==> src/rtl/fetch_buffer_stage_if.sv <==
// Signal bundle between the fetch buffer stage, its instruction memory and the decoder.
// The master side is the fetch stage itself; the slave side is the surrounding pipeline.
interface fetch_buffer_stage_if;
    logic        instr_mem_req_o;
    logic [31:0] instr_mem_addr_o;
    logic [31:0] instr_mem_rdata_i;
    logic        redirect_i;
    logic [31:0] redirect_pc_i;
    logic        stall_i;
    logic [31:0] instr_o;
    logic [31:0] pc_o;
    logic        valid_o;

    modport master (
        output instr_mem_req_o,
        output instr_mem_addr_o,
        input  instr_mem_rdata_i,
        input  redirect_i,
        input  redirect_pc_i,
        input  stall_i,
        output instr_o,
        output pc_o,
        output valid_o
    );

    modport slave (
        input  instr_mem_req_o,
        input  instr_mem_addr_o,
        output instr_mem_rdata_i,
        output redirect_i,
        output redirect_pc_i,
        output stall_i,
        input  instr_o,
        input  pc_o,
        input  valid_o
    );
endinterface

==> src/rtl/fetch_buffer_stage.sv <==
// Instruction fetch stage: sequential PC, one-cycle-latency memory reads, prefetch FIFO
// feeding decode, with stall back-pressure and branch/jump redirect flushing.
module fetch_buffer_stage #(
    parameter logic [31:0] RESET_PC   = 32'h0000_0000,
    parameter int unsigned FIFO_DEPTH = 4,
    parameter logic [31:0] NOP_INSTR  = 32'h0000_0013
) (
    input logic                   clk,
    input logic                   reset,
    fetch_buffer_stage_if.master  bus
);

    localparam int unsigned PTR_W = (FIFO_DEPTH > 1) ? $clog2(FIFO_DEPTH) : 1;
    localparam int unsigned CNT_W = $clog2(FIFO_DEPTH + 1);

    typedef logic [PTR_W-1:0] ptr_t;
    typedef logic [CNT_W-1:0] cnt_t;

    localparam cnt_t DEPTH_C = cnt_t'(FIFO_DEPTH);

    logic [31:0] r_fetch_pc;
    logic        r_inflight;
    logic [31:0] r_inflight_pc;
    ptr_t        r_rd_ptr;
    ptr_t        r_wr_ptr;
    cnt_t        r_count;
    logic [31:0] r_fifo_instr [FIFO_DEPTH];
    logic [31:0] r_fifo_pc    [FIFO_DEPTH];

    cnt_t        w_occupancy;
    logic        w_issue;
    logic        w_push;
    logic        w_valid;
    logic        w_pop;
    logic [31:0] w_redirect_pc;
    logic        w_unused_pc_bits;

    // Credit counts the in-flight read so its response always has a free slot.
    assign w_occupancy   = r_count + cnt_t'(r_inflight);
    assign w_issue       = !reset && !bus.redirect_i && (w_occupancy < DEPTH_C);
    assign w_push        = r_inflight && !bus.redirect_i;
    assign w_valid       = !reset && (r_count != '0) && !bus.redirect_i;
    assign w_pop         = w_valid && !bus.stall_i;
    assign w_redirect_pc = {bus.redirect_pc_i[31:2], 2'b00};

    assign w_unused_pc_bits = ^bus.redirect_pc_i[1:0];

    assign bus.instr_mem_req_o  = w_issue;
    assign bus.instr_mem_addr_o = r_fetch_pc;
    assign bus.valid_o          = w_valid;
    assign bus.instr_o          = w_valid ? r_fifo_instr[r_rd_ptr] : NOP_INSTR;
    assign bus.pc_o             = w_valid ? r_fifo_pc[r_rd_ptr] : 32'h0000_0000;

    always_ff @(posedge clk) begin
        if (reset) begin
            r_fetch_pc    <= RESET_PC;
            r_inflight    <= 1'b0;
            r_inflight_pc <= '0;
            r_rd_ptr      <= '0;
            r_wr_ptr      <= '0;
            r_count       <= '0;
        end else if (bus.redirect_i) begin
            // Flush wins over everything, including stall and the arriving response.
            r_fetch_pc    <= w_redirect_pc;
            r_inflight    <= 1'b0;
            r_rd_ptr      <= '0;
            r_wr_ptr      <= '0;
            r_count       <= '0;
        end else begin
            r_inflight <= w_issue;
            if (w_issue) begin
                r_fetch_pc    <= r_fetch_pc + 32'd4;
                r_inflight_pc <= r_fetch_pc;
            end
            if (w_push) begin
                r_wr_ptr <= r_wr_ptr + ptr_t'(1);
            end
            if (w_pop) begin
                r_rd_ptr <= r_rd_ptr + ptr_t'(1);
            end
            unique case ({w_push, w_pop})
                2'b10:   r_count <= r_count + cnt_t'(1);
                2'b01:   r_count <= r_count - cnt_t'(1);
                default: r_count <= r_count;
            endcase
        end
    end

    always_ff @(posedge clk) begin
        if (!reset && w_push) begin
            r_fifo_instr[r_wr_ptr] <= bus.instr_mem_rdata_i;
            r_fifo_pc[r_wr_ptr]    <= r_inflight_pc;
        end
    end

    a_no_overflow: assert property (@(posedge clk) disable iff (reset)
        w_push |-> (r_count < DEPTH_C));

    a_pc_aligned: assert property (@(posedge clk) disable iff (reset)
        r_fetch_pc[1:0] == 2'b00);

endmodule

==> src/flat_wrapper.sv <==
// flat-port wrapper written by rule: the top's interface ports become plain ports
module fetch_buffer_stage_flat 
#(
    parameter logic [31:0] RESET_PC   = 32'h0000_0000,
    parameter int unsigned FIFO_DEPTH = 4,
    parameter logic [31:0] NOP_INSTR  = 32'h0000_0013
)
  (clk, reset, bus_instr_mem_req_o, bus_instr_mem_addr_o, bus_instr_mem_rdata_i, bus_redirect_i, bus_redirect_pc_i, bus_stall_i, bus_instr_o, bus_pc_o, bus_valid_o);
  fetch_buffer_stage_if bus_i ();
  input logic clk;
  input logic reset;
  output wire logic [$bits(bus_i.instr_mem_req_o)-1:0] bus_instr_mem_req_o;
  output wire logic [$bits(bus_i.instr_mem_addr_o)-1:0] bus_instr_mem_addr_o;
  input wire logic [$bits(bus_i.instr_mem_rdata_i)-1:0] bus_instr_mem_rdata_i;
  input wire logic [$bits(bus_i.redirect_i)-1:0] bus_redirect_i;
  input wire logic [$bits(bus_i.redirect_pc_i)-1:0] bus_redirect_pc_i;
  input wire logic [$bits(bus_i.stall_i)-1:0] bus_stall_i;
  output wire logic [$bits(bus_i.instr_o)-1:0] bus_instr_o;
  output wire logic [$bits(bus_i.pc_o)-1:0] bus_pc_o;
  output wire logic [$bits(bus_i.valid_o)-1:0] bus_valid_o;
  assign bus_instr_mem_req_o = bus_i.instr_mem_req_o;
  assign bus_instr_mem_addr_o = bus_i.instr_mem_addr_o;
  assign bus_i.instr_mem_rdata_i = bus_instr_mem_rdata_i;
  assign bus_i.redirect_i = bus_redirect_i;
  assign bus_i.redirect_pc_i = bus_redirect_pc_i;
  assign bus_i.stall_i = bus_stall_i;
  assign bus_instr_o = bus_i.instr_o;
  assign bus_pc_o = bus_i.pc_o;
  assign bus_valid_o = bus_i.valid_o;
  fetch_buffer_stage #(.RESET_PC(RESET_PC), .FIFO_DEPTH(FIFO_DEPTH), .NOP_INSTR(NOP_INSTR)) u_core (.clk(clk), .reset(reset), .bus(bus_i));
endmodule
==> config.mk <==
export PLATFORM = sky130hd
export DESIGN_NAME = fetch_buffer_stage_flat
export DESIGN_NICKNAME = d
export VERILOG_FILES = /design/src/rtl/fetch_buffer_stage_if.sv /design/src/rtl/fetch_buffer_stage.sv /design/src/flat_wrapper.sv
export SDC_FILE = /design/constraint.sdc
export NUM_CORES = 1
export LEC_CHECK = 0
export ABC_AREA = 1
export ABC_CLOCK_PERIOD_IN_PS = 4420
export BUFFER_PORTS_ARGS = -buffer_cell sky130_fd_sc_hd__buf_2
export CAP_MARGIN = 20
export CORE_ASPECT_RATIO = 0.8
export CORE_MARGIN = 2
export CORE_UTILIZATION = 40
export CTS_BUF_LIST = sky130_fd_sc_hd__clkbuf_8
export DETAILED_ROUTE_END_ITERATION = 12
export GPL_TIMING_DRIVEN = 0
export MAX_ROUTING_LAYER = met4
export PLACE_DENSITY_LB_ADDON = 0.05
export SYNTH_ARGS = -nofsm -noshare
export SYNTH_HDL_FRONTEND = slang
export SYNTH_SLANG_ARGS = --single-unit
export TNS_END_PERCENT = 50
==> constraint.sdc <==
create_clock -name clk -period 4.42 [get_ports clk]
set_input_delay 0.663 -clock clk [delete_from_list [all_inputs] [get_ports clk]]
set_output_delay 0.663 -clock clk [all_outputs]
set_load 0.05 [all_outputs]
# Word level (Yosys, flattened, before mapping)
# Memories as Yosys holds them, arrays and structs flattened. A register that Yosys moved wholly into a read port is not among the register bits.
# Index checks and enable logic that the tools add are counted.
# word_totals
out_inout_bits,98
mem_bits_rw,256
mem_count,2
reg_bits,72
input_bits,68
# memory_table
name,depth,word_bits,read_ports,rd_clocked_by_memory_dff,wr,line,rtl
u_core.r_fifo_instr,4,32,1,1,1,fetch_buffer_stage.sv:27,logic [31:0] r_fifo_instr [FIFO_DEPTH];
u_core.r_fifo_pc,4,32,1,1,1,fetch_buffer_stage.sv:28,logic [31:0] r_fifo_pc [FIFO_DEPTH];
# classes
magnitude_cmp,1
n_reduce_logical,15
mux,11
eq_ne,2
bitwise_logic,1
add_sub_neg,6
# ops
op,n
$mux W32,4
$add A32 B3 Y32 const B,1
$mux W2,4
$logic_and A1 B1 Y1,7
$pmux W3 S2,1
$add A2 B1 Y2 const B,2
$reduce_bool A2 Y1,2
$add A3 B1 Y3,1
$add A3 B1 Y3 const B,1
$logic_not A1 Y1,3
$lt A3 B3 Y1 const B,1
$reduce_bool A3 Y1,1
$sub A3 B1 Y3 const B,1
$eq A2 B1 Y1 const B,1
$eq A2 B2 Y1 const B,1
$mux W1,2
$reduce_and A2 Y1,1
$reduce_or A2 Y1,1
$not A1 Y1,1

# Depth between registers and ports, before layout
# Gate-level depths: netlist (run 1).
# logic_depth
word_depth,6
depth_mapped,11

# Worst setup path after synthesis (run 1)
# OpenSTA, ideal clock, no wires.
# synth_timing
kind,in2reg
from,input port bus_redirect_i
to,memory u_core.r_fifo_instr[0][0] (enable)
setup_time_ns,0.482
stages,4
path_buffers,1
path_slack_ns,0.265
required_time_ns,3.938
t_arrival_ns,3.672
path_cell_list,buf_2 -> nor2_8 -> nand2_1 -> nor2_1
# synth_via
elab_chain_cells,5
# synth_rtl
element,line,rtl
from (decl),flat_wrapper.sv:15,input wire logic [$bits(bus_i.redirect_i)-1:0] bus_redirect_i;
$logic_not A1 Y1,fetch_buffer_stage.sv:41,assign w_push = r_inflight && !bus.redirect_i;
$logic_and A1 B1 Y1,fetch_buffer_stage.sv:41,
$logic_and A1 B1 Y1,fetch_buffer_stage.sv:90,if (!reset && w_push) begin
$mux W1,fetch_buffer_stage.sv:90,
$mux W1 (not written as such),fetch_buffer_stage.sv:91,r_fifo_instr[r_wr_ptr] <= bus.instr_mem_rdata_i;
to (decl),fetch_buffer_stage.sv:27,
# No other way between the ends.

==> results of run 1 <==
## layout make-up
| class | count | area [sq um] | area share [%] |
|---|---|---|---|
| Antenna cell | 1 | 2.50 | 0.0159 |
| Buffer | 71 | 314 | 1.99 |
| Clock buffer | 57 | 785 | 4.98 |
| Clock inverter | 36 | 158 | 1.00 |
| Inverter | 71 | 267 | 1.69 |
| Multi-Input combinational cell | 843 | 3850 | 24.4 |
| Sequential cell | 318 | 8850 | 56.2 |
| Tap cell | 427 | 534 | 3.39 |
| Timing Repair Buffer | 167 | 993 | 6.31 |
## cells in the final DEF, fill, tap and decap left out, types with 8 or more instances in the layout
cell type  instances
a21oi_1          119
buf_2            178
clkbuf_1          42
clkbuf_8          57
clkinv_1           9
dfxtp_1           70
edfxtp_1         248
inv_1             90
nand2_1          169
nand3_1           56
nor2_1           291
nor2_4             8
o21ai_0          155
## logic make-up after synthesis
family | count (synthesis)
other | 1
xor gates and xnor gates | 6
DFF | 318
AOI/OAI and AO/OA | 284
adders and majority gates | 7
and+or+nand+nor | 542
buffers and inverters | 142
## power by group
part | total, mW | switching, mW | internal (mW) | leakage [nW]
clock | 2.32 | 1.14 | 1.18 | 0.571
sequential | 3.32 | 0.0562 | 3.26 | 2.86
combinational | 0.324 | 0.233 | 0.0909 | 2.65
total | 5.97 | 1.43 | 4.54 | 6.09
## state kept, by name (all words and copies together), names as in the netlist, named ones only
register,count
u_core.r_fifo_instr,128
u_core.r_inflight_pc,30
u_core.r_inflight,1
u_core.r_rd_ptr,2
u_core.r_fifo_pc,120
u_core.bus.instr_mem_addr_o,30
u_core.r_count,3
u_core.r_wr_ptr,2
## routing by layer
metal	track usage (%)	wire, microns	share of wire, %
met4	4.84	493	1.4
met1	29.8	17200	49
met3	3.26	1710	4.9
met5	-	0	0
met2	31.2	15800	45
## critical path: stages, from the launching register on
cell,delay (ps)
dfxtp_1,300
buf_2,190
inv_2,180
buf_4,220
clkbuf_1,460
o21ai_0,210
a21oi_1,250
buf_2,310
## how the worst max path moves through the flow
stage / start / to / slack [ps] / cells after the start
2_1_floorplan: bus_redirect_i / u_core.r_fifo_instr[0][0]$_DFFE_PP_ / 270 / 4
3_3_place_gp: reset / u_core.r_fifo_instr[1][7]$_DFFE_PP_ / -2200 / 4
3_5_place_dp: reset / bus_pc_o[13] / 1310 / 6
4_1_cts: register / bus_pc_o[13] / 940 / 7
5_1_grt: register / bus_pc_o[12] / 860 / 7
6_report: register / bus_pc_o[20] / 1040 / 7
## metrics by stage
| step | total power, mW | utilization [%] | hold WS [ps] |
|---|---|---|---|
| CTS | 6.04 | 48.4 | 239 |
| global placement | 3.70 | 44.8 | 454 |
| finish | 5.97 | 48.4 | 287 |
| floorplan | 3.57 | - | 436 |
| global route | 6.20 | 48.4 | 256 |
| detailed placement | 3.70 | 45.5 | 458 |
==> key figures, run 1 <==
Timing
  – Endpoints failing hold: 0
  – Slack of the critical path: 1040 ps
  – Setup TNS: 0 ps
  – RSZ-0062 raised after global routing: no
  – Worst slew pin tran: 865 ps
  – Slew Viols, Final: 0
  – Tcrit/Tclk final: 76.4%
  – Max-slew headroom: 42.2%
  – Tmin final: about 3400 ps
  – Skew final: 30.2 ps
  – Final setup violation count: 0
  – Max frequency: 0.296 GHz

Worst hold path
  – Hold Crit Start: bus_instr_mem_rdata_i[13]
  – WHS Endpoint: u_core.r_fifo_instr[0][13]$_DFFE_PP_
  – Worst hold path class: primary input to register
  – Hold Path Stages: 1

CTS
  – Total CTS buffers: between 50 and 60
  – CTS sink count: 318
  – Clock-pin slew on the worst setup and hold paths: around 60 ps
  – Worst-Skew Late Latency: 590 ps
  – CTS resizes: 0
  – CTS root buf: clkbuf_8
  – Cts hold-fix bufs: 0
  – Setup bufs post-CTS: 0
  – Clock buffer depth: 3
  – CTS tree: built
  – H-tree Lvls: 2

Logic synthesis
  – Mapped Area: 13200 sq um
  – Sequential share of the synthesized area: between 60% and 70%
  – Synthesis-stage register bit count: about 320
  – Ys flop type: edfxtp_1
  – Most instantiated cells after synthesis: nor2_1 (295), edfxtp_1 (248), nand2_1 (169), o21ai_0 (155), a21oi_1 (119)
  – Synth warn: 0
  – Distinct cells, synth: 33
  – Post-Synth Simple-Gate Area: 16.7%
  – Count leader, synth: nor2_1
  – Mux cell area share after synthesis: 0%
  – Syn Area/Cell: between 10 and 15 sq um
  – Adder-cell share of the synthesized area: 0.718%
  – EDFF count, synth: 248
  – Area fraction of the dominant cell type after synthesis: 56.3%
  – FFs w/ async S/R, synth: 0%
  – Xor/xnor share of the synthesized area: 0.397%
  – Most area-hungry cell type in the Yosys netlist: edfxtp_1
  – Mapped Cells: 1300
  – Synth Area in Compound Gates: a little over a tenth
  – Largest cells by area after synthesis: edfxtp_1 (56%), dfxtp_1 (11%), nor2_1 (8.4%)
  – Largest family of logic cells by synthesized area: simple AND/OR/NAND/NOR gates

Floorplanning
  – Die area: 34600 sq um
  – Chip width: 207 microns
  – Num rows: between 50 and 60
  – Ports: between 150 and 200
  – Core area: around 33000 sq um
  – Initial Utilization: 40.7%
  – Die H: 167 microns

Power and ir drop
  – Cell Pwr Density: between 300 and 400 nW/um^2
  – Worst VDD drop: 213 uV
  – Pleak: 6.09 nW

Layout
  – Final non-filler cell total: 1991
  – Layout Nets: roughly 1600
  – Area Growth Syn to Fin: 19.0%
  – # fillers: 3093
  – Share of layout cells above drive strength 1: 17.9%
  – Final Cell Area: 15800 sq um

Route
  – Wirelength per Cell: 17.6 microns
  – Via-to-Cell Ratio: 4.88
  – Residual DRC: 0
  – Post-route ant nets: 0
  – Initial DRT Pass Iterations: 5
  – Via Count: 9718
  – Total wire length: 35.1 mm
  – Initial DRC count: about 660

Placed design
  – Final HPWL DP: 23.7 mm
  – GP Congestion: around 0.85
  – Pre-CTS WS: 1310 ps
  – IO Port Bufs: approximately 160
  – Post-place instance area: 14800 sq um
  – Placed cell count: about 1900

Setup path
  – Data arrival time of the worst path: 2720 ps
  – Critical path fanouts, max: 10
  – R2r endpoint: u_core.r_count[2]$_SDFFE_PP0P_
  – Worst EP required: about 3800 ps
  – R2r setup slk: 1980 ps
  – Nature of the critical path endpoint: primary output
  – Startpoint types: register
  – R2R cell count: 11
  – Worst r2r src: u_core.r_count[0]$_SDFFE_PP0P_
  – Crit path kind: register to primary output

Run status
  – Status: complete, no violations

GRT
  – Antenna violations before repair: 0
  – Gr ovfl total: 0
  – First-pass GRT wire length: ~54 mm
  – Pin count of the biggest net entering global routing: 27
  – Vias in the first global route: 9371
  – Tot GR Track Use: between 20% and 30%

Job
  – Max-cap violations: 0
No activity file was read; power rests on OpenSTA's default activity.
==> inputs of run 2 (changes only) <==
Settings changed: ABC_AREA 1 to 0, ABC_CLOCK_PERIOD_IN_PS 4420 to 2900.
Clock period 4.42 ns to 2.9 ns, I/O delays scaled along.
==> run 2 against run 1 <==
Effect of this change: cell count is 26% lower; sequential share of layout area is 2.7 points higher; register-to-register slack lost 1500 ps; total power rose by 50%; first-iteration DRC count shrank 46%; synthesized cell count is 39% lower; global-route usage fell by 2.3 points; sequential power rose by 51%; largest power group unchanged.
==> key figures, run 2 <==
Route
  – Post-route ant nets: 0 (unchanged)
  – Total wire length: 29.3 mm (-17%)
  – Initial DRC count: 354 (-46%)
  – Wirelength per Cell: 20.0 microns (+13%)
  – Via Count: 7382 (-24%)
  – Initial DRT Pass Iterations: 4 (-1)
  – Residual DRC: 0 (unchanged)
  – Via-to-Cell Ratio: 5.04 (+3.2%)

Placed design
  – IO Port Bufs: 158 (unchanged)
  – Post-place instance area: 14100 sq um (-4.9%)
  – GP Congestion: 0.788 (-7.6%)
  – Pre-CTS WS: -714 ps (-2020 ps)
  – Placed cell count: 1378 (-27%)
  – Final HPWL DP: 19.1 mm (-19%)

Floorplanning
  – Core area: 31300 sq um (-3.9%)
  – Die H: 163 microns (-2.2%)
  – Initial Utilization: 40.4% (-0.27 points)
  – Num rows: 58 (-1.7%)
  – Ports: 166 (unchanged)
  – Die area: 33000 sq um (-4.5%)
  – Chip width: 203 microns (-2.3%)

Timing
  – Endpoints failing hold: 0 (unchanged)
  – Tcrit/Tclk final: 94.7%
  – Tmin final: 2750 ps
  – Worst slew pin tran: 639 ps (-226 ps)
  – Max frequency: 0.364 GHz
  – Max-slew headroom: 57.4% (+15 points)
  – Final setup violation count: 0 (unchanged)
  – Slew Viols, Final: 0 (unchanged)
  – RSZ-0062 raised after global routing: no
  – Slack of the critical path: 152 ps (-889 ps)
  – Skew final: 21.7 ps (-8.44 ps)

CTS
  – Total CTS buffers: 50 (-2.0%)
  – Worst-Skew Late Latency: 580 ps (about the same)
  – Clock-pin slew on the worst setup and hold paths: 70 ps (about the same)
  – CTS root buf: clkbuf_8
  – H-tree Lvls: 2 (unchanged)
  – Clock buffer depth: 3 (unchanged)
  – CTS sink count: 318 (unchanged)
  – CTS tree: built

Power and ir drop
  – Pleak: 5.42 nW (-11%)
  – Psw: 2.04 mW (+43%)
  – Net Sw Frac: 22.8% (-1.2 points)
  – Cell Pwr Density: 596 nW/um^2 (+57%)
  – Worst VDD drop: 291 uV (+37%)
  – Combinational power share: 4.7% (-0.7 points)
  – Pint: 6.92 mW (+53%)
  – Seq pwr share: 56.1% (+0.5 points)
  – Pwr Total: 8.96 mW (+50%)
  – Clock network fraction of total power: 39.3% (+0.3 points)

Logic synthesis
  – Synthesis-stage register bit count: 318 (unchanged)
  – Ys flop type: edfxtp_1
  – Syn Area/Cell: 15.9 sq um (+56%)
  – Mapped Cells: 793 (-39%)
  – Largest cells by area after synthesis: edfxtp_1 (59%), dfxtp_1 (11%), mux4_2 (11%)
  – Sequential share of the synthesized area: 70.0% (+3.2 points)
  – FFs w/ async S/R, synth: 0% (unchanged)
  – Distinct cells, synth: 54 (+64%)
  – Count leader, synth: edfxtp_1
  – EDFF count, synth: 248 (unchanged)
  – Most area-hungry cell type in the Yosys netlist: edfxtp_1
  – Area fraction of the dominant cell type after synthesis: 58.9% (+2.7 points)
  – Most instantiated cells after synthesis: edfxtp_1 (248), nand2_1 (79), dfxtp_1 (70), mux4_2 (62), nor2b_1 (59)
  – Mapped Area: 12600 sq um (-4.6%)
  – Synth warn: 0 (unchanged)

Layout
  – Area Growth Syn to Fin: 19.1% (about the same)
  – Final non-filler cell total: 1465 (-26%)
  – # fillers: 2814 (-9.0%)
  – Biggest regs: u_core.r_fifo_instr (128), u_core.r_fifo_pc (120)
  – Final core occ: 48.1% (-0.29 points)
  – Share of layout cells above drive strength 1: 32.9% (+15 points)
  – Commonest non-fill, non-tap cell in the layout: edfxtp_1
  – # diodes: 0 (-1)
  – Top reg by flops: u_core.r_fifo_instr
  – Final Cell Area: 15000 sq um (-4.5%)
  – Register area: 8850 sq um (about the same)
  – Layout Nets: 1083 (-32%)
  – Max reg flops: 128 (unchanged)
  – Commonest non-fill, non-tap cells in the layout: edfxtp_1 (248), buf_2 (170), nand2_1 (79)
  – Multi-input gate area: 3560 sq um (-7.7%)

Setup path
  – CP Depth: 4 (-3)
  – Crit path kind: register to primary output
  – R2r endpoint: u_core.r_count[2]$_SDFFE_PP0P_
  – CP peak stage delay: 520 ps (+60 ps)
  – CP cell instances: buf_4 > mux4_2 > or2_1 > buf_2
  – Nature of the critical path endpoint: primary output
  – R2r setup slk: 470 ps (-1510 ps)
  – Worst path bufs/invs: 2 (-3)
  – Data arrival time of the worst path: 2310 ps (-410 ps)
  – Slowest cell on the critical path: mux4_2
  – Setup crit end: bus_instr_o[4]
  – R2R cell count: 9 (-2)
  – Critical path fanouts, max: 10 (unchanged)
  – Worst EP required: 2470 ps (-1290 ps)
  – Largest delay contributor family on the critical path: buffers and inverters
  – Startpoint types: register
  – Worst r2r src: u_core.r_count[2]$_SDFFE_PP0P_

GRT
  – Pin count of the biggest net entering global routing: 43 (+59%)
  – Routing usage on met1: 26.9% (-2.9 points)
  – Gr ovfl total: 0 (unchanged)
  – Gr busiest metal: met1
  – M3 GR Usage: 3.96% (+0.70 points)
  – Vias in the first global route: 7446 (-21%)
  – First-pass GRT wire length: 44.8 mm (-17%)
  – M2 GR Usage: 26.5% (-4.7 points)
  – Antenna violations before repair: 0 (unchanged)
  – Tot GR Track Use: 18.5% (-2.3 points)

Worst hold path
  – Worst hold path class: primary input to register

Run status
  – Status: complete, no violations

Job
  – Max-cap violations: 0 (unchanged)
run 2: changes by cell type in the layout (fill, tap and decap cells not counted), sizes merged, moves of 21 or more:
| cell | previous run | this run |
|---|---|---|
| mux4 | 0 | 62 |
| a21oi | 119 | 40 |
| o21ai | 155 | 2 |
| clkbuf | 99 | 78 |
| inv | 95 | 34 |
| nand2 | 173 | 79 |
| nor2 | 307 | 37 |
| nor2b | 0 | 59 |
| nand3 | 57 | 14 |
run 2: worst min-delay path by stage:
stage / cells past startpoint / slack [ps] / startpoint / to
2_1_floorplan: 0 / 460 / u_core.r_inflight_pc[10]$_SDFFE_PP0P_ / u_core.r_fifo_pc[0][10]$_DFFE_PP_
3_3_place_gp: 2 / 490 / u_core.r_inflight_pc[2]$_SDFFE_PP0P_ / u_core.r_inflight_pc[2]$_SDFFE_PP0P_
5_1_grt: 1 / 40 / bus_instr_mem_rdata_i[29] / u_core.r_fifo_instr[0][29]$_DFFE_PP_
4_1_cts: 1 / 30 / bus_instr_mem_rdata_i[27] / u_core.r_fifo_instr[2][27]$_DFFE_PP_
6_report: 1 / 70 / bus_instr_mem_rdata_i[4] / u_core.r_fifo_instr[2][4]$_DFFE_PP_
3_5_place_dp: 0 / 490 / u_core.r_inflight_pc[2]$_SDFFE_PP0P_ / u_core.r_fifo_pc[3][2]$_DFFE_PP_
run 2: cell type report:
class	instances	share of cell area, %
Sequential cell	318	58.8
Clock inverter	33	1.01
Buffer	47	1.63
Tap cell	420	3.49
Timing Repair Buffer	163	6.00
Inverter	11	0.274
Clock buffer	56	5.12
Multi-Input combinational cell	417	23.6
run 2: worst register-to-register path, stage by stage, from the launching register on:
cell     delay (ps)
dfxtp_1         530
o31ai_1         150
buf_4           240
nor2_1          200
ha_1            220
inv_1            60
fa_1            370
xor2_1          160
or3_1           300
a21oi_1         130
run 2: cell families after synthesis:
kind of cell / Yosys count / share of synthesized area [%]
compound gates: 73 / 3.48
xor+xnor: 31 / 2.36
fa+ha+maj: 7 / 0.753
buf+inv: 61 / 2.10
flops: 318 / 70.0
mux: 63 / 11.1
other cells: 1 / 0.0297
simple gates: 239 / 10.1
run 2: timing repair:
action / CTS / global route
endpoints found under the setup margin: 64 / 6
pin swaps: 1 / 0
setup buffers: 1 / 0
hold buffers: 0 / 0
resized for setup: 24 / 2
run 2: power groups by stage:
stage | combinational [mW] | sequential, mW | clock [mW]
finish | 0.418 | 5.02 | 3.52
global route | 0.452 | 5.03 | 3.82
CTS | 0.423 | 5.02 | 3.62
detailed placement | 0.421 | 5.12 | 0
global placement | 0.417 | 5.12 | 0
floorplan | 0.167 | 5.20 | 0
run 2: per-stage QoR:
| stage | hold slack [ps] | TNS, ps |
|---|---|---|
| floorplan | 460 | 0 |
| global placement | 490 | -449640 |
| detailed placement | 491 | -31020 |
| CTS | 33.6 | 0 |
| global route | 42.6 | 0 |
| finish | 74.7 | 0 |
run 2: per-layer routing:
layer	part of all wire, %	vias up
li1	-	3429
met1	48	3700
met2	44	212
met3	5.7	41
met4	1.7	0
met5	0	-
